[src/rtl/memory_scan_loader.sv]
// Serial scan-chain loader: accepts image bytes over valid/ready and shifts them MSB first into the memory bank chain.
// Optional macro SCAN_READBACK_EN returns the previous chain contents as bytes while loading.
`timescale 1ns/1ps
module memory_scan_loader #(
  parameter int CHAIN_BITS = 256,
  parameter int CNT_WIDTH  = 6
) (
  input  logic       clk,
  input  logic       rst,
  input  logic       load_start,
  input  logic       byte_valid,
  input  logic [7:0] byte_in,
  output logic       byte_ready,
  output logic       scan_enable,
  output logic       scan_in,
  input  logic       scan_out,
  output logic       cpu_halt,
  output logic       busy,
  output logic       done,
  output logic       rb_valid,
  output logic [7:0] rb_byte
);

  localparam int BYTE_COUNT = CHAIN_BITS / 8;
  localparam logic [CNT_WIDTH-1:0] LAST_BYTE = CNT_WIDTH'(BYTE_COUNT - 1);

  typedef enum logic [1:0] {IDLE, WAIT_BYTE, SHIFT, FINISH} state_t;

  state_t               state, state_next;
  logic [7:0]           shifter;
  logic [2:0]           bit_cnt;
  logic [CNT_WIDTH-1:0] byte_cnt;
  logic                 byte_ready_d, scan_enable_d, halt_d, done_d;

  // NOTE: sequential state uses non-blocking assignments so every register samples pre-edge values.
  always_ff @(posedge clk) begin
    if (rst) state <= IDLE;
    else     state <= state_next;
  end

  always_comb begin
    state_next = state;
    case (state)
      IDLE:      if (load_start) state_next = WAIT_BYTE;
      WAIT_BYTE: if (byte_valid) state_next = SHIFT;
      SHIFT:     if (bit_cnt == 3'd7)
                   state_next = (byte_cnt == LAST_BYTE) ? FINISH : WAIT_BYTE;
      FINISH:    state_next = IDLE;
      default:   state_next = IDLE;
    endcase
  end

  // NOTE: outputs decode the next state and are then registered, so they change exactly with the state.
  always_comb begin
    byte_ready_d  = (state_next == WAIT_BYTE);
    scan_enable_d = (state_next == SHIFT);
    halt_d        = (state_next != IDLE);
    done_d        = (state_next == FINISH);
  end

  always_ff @(posedge clk) begin
    if (rst) begin
      byte_ready  <= 1'b0;
      scan_enable <= 1'b0;
      cpu_halt    <= 1'b0;
      busy        <= 1'b0;
      done        <= 1'b0;
    end else begin
      byte_ready  <= byte_ready_d;
      scan_enable <= scan_enable_d;
      cpu_halt    <= halt_d;
      busy        <= halt_d;
      done        <= done_d;
    end
  end

  always_ff @(posedge clk) begin
    if (rst) begin
      shifter  <= '0;
      bit_cnt  <= '0;
      byte_cnt <= '0;
    end else begin
      case (state)
        IDLE: if (load_start) byte_cnt <= '0;
        WAIT_BYTE: if (byte_valid) begin
          shifter <= byte_in;
          bit_cnt <= '0;
        end
        SHIFT: begin
          shifter <= {shifter[6:0], 1'b0};
          bit_cnt <= bit_cnt + 3'd1;
          if (bit_cnt == 3'd7) byte_cnt <= byte_cnt + 1'b1;
        end
        default: ;
      endcase
    end
  end

  // Zeros shift in behind each byte, so scan_in idles low between bytes.
  assign scan_in = shifter[7];

`ifdef SCAN_READBACK_EN
  logic [7:0] rb_shift;

  // The tail bit is sampled before the bank moves it, giving the old image MSB first.
  always_ff @(posedge clk) begin
    if (rst) begin
      rb_shift <= '0;
      rb_byte  <= '0;
      rb_valid <= 1'b0;
    end else begin
      rb_valid <= 1'b0;
      if (state == SHIFT) begin
        rb_shift <= {rb_shift[6:0], scan_out};
        if (bit_cnt == 3'd7) begin
          rb_byte  <= {rb_shift[6:0], scan_out};
          rb_valid <= 1'b1;
        end
      end
    end
  end
`else
  logic unused_scan_out;
  assign unused_scan_out = scan_out;
  assign rb_valid = 1'b0;
  assign rb_byte  = 8'h00;
`endif

endmodule

[config.mk]
export PLATFORM = sky130hd
export DESIGN_NAME = memory_scan_loader
export DESIGN_NICKNAME = d
export VERILOG_FILES = /design/src/rtl/memory_scan_loader.sv
export SDC_FILE = /design/constraint.sdc
export NUM_CORES = 1
export LEC_CHECK = 0
export ABC_AREA = 1
export ABC_CLOCK_PERIOD_IN_PS = 1600
export CAP_MARGIN = 20
export CORE_AREA = 2 2 52 54
export DETAILED_ROUTE_END_ITERATION = 16
export DIE_AREA = 0 0 54 56
export GPL_TIMING_DRIVEN = 0
export PLACE_DENSITY_LB_ADDON = 0.2
export SETUP_SLACK_MARGIN = 0.5
export SKIP_CTS_REPAIR_TIMING = 1
export SLEW_MARGIN = 5
export SYNTH_ARGS = -nofsm -noshare
export SYNTH_HDL_FRONTEND = slang
export SYNTH_SLANG_ARGS = --single-unit
export TNS_END_PERCENT = 1
[constraint.sdc]
create_clock -name clk -period 1.6 [get_ports clk]
set_input_delay 0.24 -clock clk [delete_from_list [all_inputs] [get_ports clk]]
set_output_delay 0.24 -clock clk [all_outputs]
set_load 0.01 [all_outputs]
---- After elaboration in Yosys (flattened, before gate mapping) ----
Cells that the tools add are included.
word-level totals
  logic and storage cells ................. 39
  register bits after elaboration ......... 23
cells by class
  reductions and logical operators ........ 6
  equal/unequal tests ..................... 11
  $add $sub $neg .......................... 2
  mux-type cells .......................... 12
operators with widths
  cell                                                                    number
  8-bit one-hot mux with 2 select lines                                   1
  6-bit two-way mux                                                       2
  6-bit one-hot mux with 2 select lines                                   1
  2-bit equality test (second input constant)                             4
  2-bit two-way mux                                                       4
  8-bit two-way mux                                                       1
  2-bit one-hot mux with 4 select lines                                   1
  6-bit by 1-bit adder with 6-bit output (second input constant)          1
  6-bit by 5-bit equality test with 1-bit output (second input constant)  1
  2-bit != test (second input constant)                                   3
  3-bit one-hot mux with 2 select lines                                   1
  2-bit nonzero test                                                      3
  2-bit by 1-bit equality test with 1-bit output (second input constant)  2
  3-bit by 1-bit adder with 3-bit output (second input constant)          1
  3-bit equality test (second input constant)                             1
  3-bit two-way mux                                                       1
  3-bit AND reduction                                                     1
  2-bit logical NOT                                                       1
  2-bit AND reduction                                                     1

---- Logic depth before layout (Yosys ltp) ----
  depth in word-level cells ............... 5
  gate-level depth with buffers ........... 8

---- Least setup slack after synthesis ----
OpenSTA, ideal clock, no wires.
  path type ............................... register to register
  from .................................... register bit_cnt[0]
  to ...................................... register busy
  period minus slack after synthesis ...... 1.269 ns
  data required time ...................... 1.481 ns
  path buffers ............................ 0
  arrival time ............................ 1.150 ns
  path slack .............................. 0.331 ns
  setup time .............................. 0.119 ns
  cell stages (with the launch flop) ...... 9
  cell sequence ........................... dfxtp_1 ha_1 ha_1 nand3_1 nand2_4 inv_2 nand2_2 nand2_2 nand2_1
on the way
  word-level cells in the longest chain between the ends .. 4
ends and longest elaborated chain
  element                                line  text
  start: declaration                     31    logic [2:0] bit_cnt;
  start signal: assignment               91    bit_cnt <= bit_cnt + 3'd1;
  3-bit equality test                    46    SHIFT: if (bit_cnt == 3'd7)
  2-bit two-way mux                      46
  2-bit one-hot mux with 4 select lines  43    case (state)
  2-bit nonzero test                     57    halt_d = (state_next != IDLE);
  end signal: assignment                 72    busy <= halt_d;
  end: declaration                       18    output logic busy,
No other way between the ends.
A chain may end at the register's enable or synchronous reset.

---- Worst setup path in the final report ----
  from .................................... register shifter[7]
  to ...................................... output scan_in
RTL lines
  element                   line  text
  start: declaration        30    logic [7:0] shifter;
  start signal: assignment  86    shifter <= byte_in;
  start signal: assignment  90    shifter <= {shifter[6:0], 1'b0};
  end: declaration          15    output logic scan_in,
No word-level cell between the ends.

==> summary.txt <==
Setup path
  • Reg2Reg Setup Slack: 280 ps
  • Number of cells on the critical path: 1
  • Crit Path Class: reg2out
  • CP cell instances: clkdlybuf4s50_1
  • Max incr delay on CP: 540 ps
  • Worst Setup EP: scan_in
  • Worst endpoint required time: 1360 ps
  • Worst Path Buf+Inv: 1
  • Start point of the critical path: shifter[7]$_SDFFE_PP0P_
  • R2R cell count: 7
  • R2r startpoint: byte_cnt[0]$_SDFFE_PP0P_
  • Worst setup EP type: output pin
  • WP data arrival: 1190 ps
  • Slowest-stage cell, CP: clkdlybuf4s50_1
  • Startpoint Class: flop
  • Worst R2R End: done$_SDFF_PP0_
  • Crit Path Max Fanout: 2
  • Worst path top cell family by delay: buffers and inverters

Global route
  • Global routing's busiest layer: met2
  • Largest net degree at the start of global routing: 14
  • Met3 GRT Util: 0.02957
  • Global-route met2 utilization: 0.2944
  • Tot GR Track Use: 0.1545
  • Initial antenna violation count: 0
  • Vias in the first global route: 928
  • M1 GR Usage: 0.1709
  • GRT overflow: 0
  • First-pass GRT wire length: 3643 um

Outcome
  • Status: finished clean

Power
  • VDD IR max: 0.5347 mV
  • Pwr dens: 775.5 mW/mm^2
  • Tot Pwr: 1115 uW
  • LEAKAGE: 0.0006967 uW

Logic synthesis
  • Most used DFF post-synth: dfxtp_1
  • Largest cells by area after synthesis: dfxtp_1, nand2_1, nor2_1
  • Synth top area share: 0.4098
  • Warnings from Yosys: 0
  • EDFF count, synth: 0
  • Commonest cells post-synth: nand2_1, nor2_1, dfxtp_1
  • Cell variety after synth: 21
  • Sequential fraction of the synthesis area: 0.4098
  • Synth Register Bits: 23
  • Synth async-reset ratio: 0
  • Mapped Cells: 158
  • Syn Std Cell Area: 0.001124 mm^2
  • Most frequent cell after synthesis: nand2_1
  • Synthesized area per cell: 7.111 um^2
  • Largest area contributor in the netlist: dfxtp_1

Floorplan
  • Core area: 0.002432 mm^2
  • Total I/O pin count: 28
  • Die Wd: 54 um
  • Row cnt: 18
  • Die area: 0.003024 mm^2
  • Die height: 56 um
  • Initial core utilization: 0.4619

Finish
  • Ratio of cells with drive above 1 in the final layout: 0.1818
  • Area grow syn2layout: 27.95%
  • Nets: 204
  • Area of the multi-input gates: 566.8 um^2
  • ANT cells: 0
  • Fillcell total: 245
  • Register area: 464.2 um^2

CTS
  • H-Tree Level Count: 1
  • CTS max path bufs: 2
  • Clock transition at the registers of the reported paths: 130 ps
  • Sink Count: 23
  • CTS buffer count: 3
  • Worst skew pair latency: 300 ps
  • Root buf cell: clkbuf_4
  • CTS tree: done

STA
  • Hold_ws: 460.8 ps
  • Post-layout min period: 1431 ps
  • Post-route setup TNS: 0 ps
  • Setup violations, final: 0
  • Fin crit share: 0.8943
  • Setup Skew: 2.721 ps
  • Peak Freq: 698.9 MHz
  • Final hold violations: 0
  • RSZ-0062 raised after global routing: true
  • Final-report max-slew violation count: 0

Detailed routing
  • DRT Wirelength: 2151 um
  • Vias per cell: 4.604
  • # DRC: 0
  • Initial drt markers: 8
  • Via count: 999
  • Drt pass-1 iters: 4
  • Wire length per cell: 9.912 um
  • Antenna Violating Nets Remaining: 0

Place
  • # port buffers: 17
  • Post-detail-place hpwl: 1684 um
  • Routability cong.: 0.8147

Hold path
  • HP Start: bit_cnt[0]$_SDFFE_PP0P_
  • Hold Crit Class: reg2reg

Run
  • Max cap viols: 0
-- routing by layer --
layer  wire (um)  up-vias
li1            -      528
met1         893      445
met2        1129       24
met3         120        2
met4           7        0
met5           0        -
-- state kept, by name, indices dropped and copies added, names as in the netlist --
name         count
done             1
byte_ready       1
scan_enable      1
byte_cnt         6
shifter          8
busy             1
state            2
bit_cnt          3
-- cells by family (layout without fill, tap and decap cells) --
group,after synthesis,count (layout),share of synthesized area
simple gates,83,83,0.3218
fa+ha+maj,3,3,0.03341
buf+inv,30,51,0.1481
other cells,1,9,0.003338
compound gates,18,18,0.08352
flops,23,23,0.4098
-- cell type report --
type / instances / share of cell area
plain buffers: 13 / 0.06789
repair buffers: 17 / 0.1218
clock inverters: 1 / 0.003481
multi-input cells: 113 / 0.3943
flip-flops and latches: 23 / 0.3229
clock buffers: 3 / 0.01567
inverters: 17 / 0.04787
well taps: 30 / 0.02611
-- where the power goes --
part           switching (uW)  leakage [uW]  internal (uW)
clock                     169     0.0000177           93.0
combinational             115      0.000490            106
sequential               21.9      0.000189            610
-- cells in the final DEF (no fill, tap or decap), types with 3 or more instances in the layout --
cell type	netlist	layout
nand3_1	8	7
dfxtp_1	23	20
clkbuf_4	0	3
clkdlybuf4s50_1	0	15
nand2_1	41	41
inv_2	3	3
a21oi_1	7	7
buf_4	11	11
nor2_1	26	25
inv_1	13	13
dfxtp_2	0	3
o21ai_0	10	10
conb_1	1	9
-- per-stage QoR --
step,utilization,setup WS (ps),instances,cell area (um^2)
final,0.5910,169.2,217,1438
after CTS,0.5885,65.11,217,1431
after global routing,0.5910,125.9,217,1438
after global placement,0.5772,75.98,213,1404
after detailed placement,0.5772,1.784,213,1404
after floorplan,-,481.4,166,1196
-- worst reg2reg max path, stage by stage (launching register included) --
cell and delay [ps]:
dfxtp_1 400, ha_1 190, nand2_1 100, nor2_2 140
nand3_1 100, nand2_1 100, nand3_1 130, nor2_1 110
-- worst min path at each step --
stage                               to  depth (start not counted)
2_1_floorplan  bit_cnt[1]$_SDFFE_PP0P_                          1
3_3_place_gp   bit_cnt[0]$_SDFFE_PP0P_                          1
3_5_place_dp   bit_cnt[0]$_SDFFE_PP0P_                          1
4_1_cts        bit_cnt[0]$_SDFFE_PP0P_                          1
5_1_grt        bit_cnt[0]$_SDFFE_PP0P_                          1
6_report       bit_cnt[0]$_SDFFE_PP0P_                          1
Power figures use the tool's default switching activity.
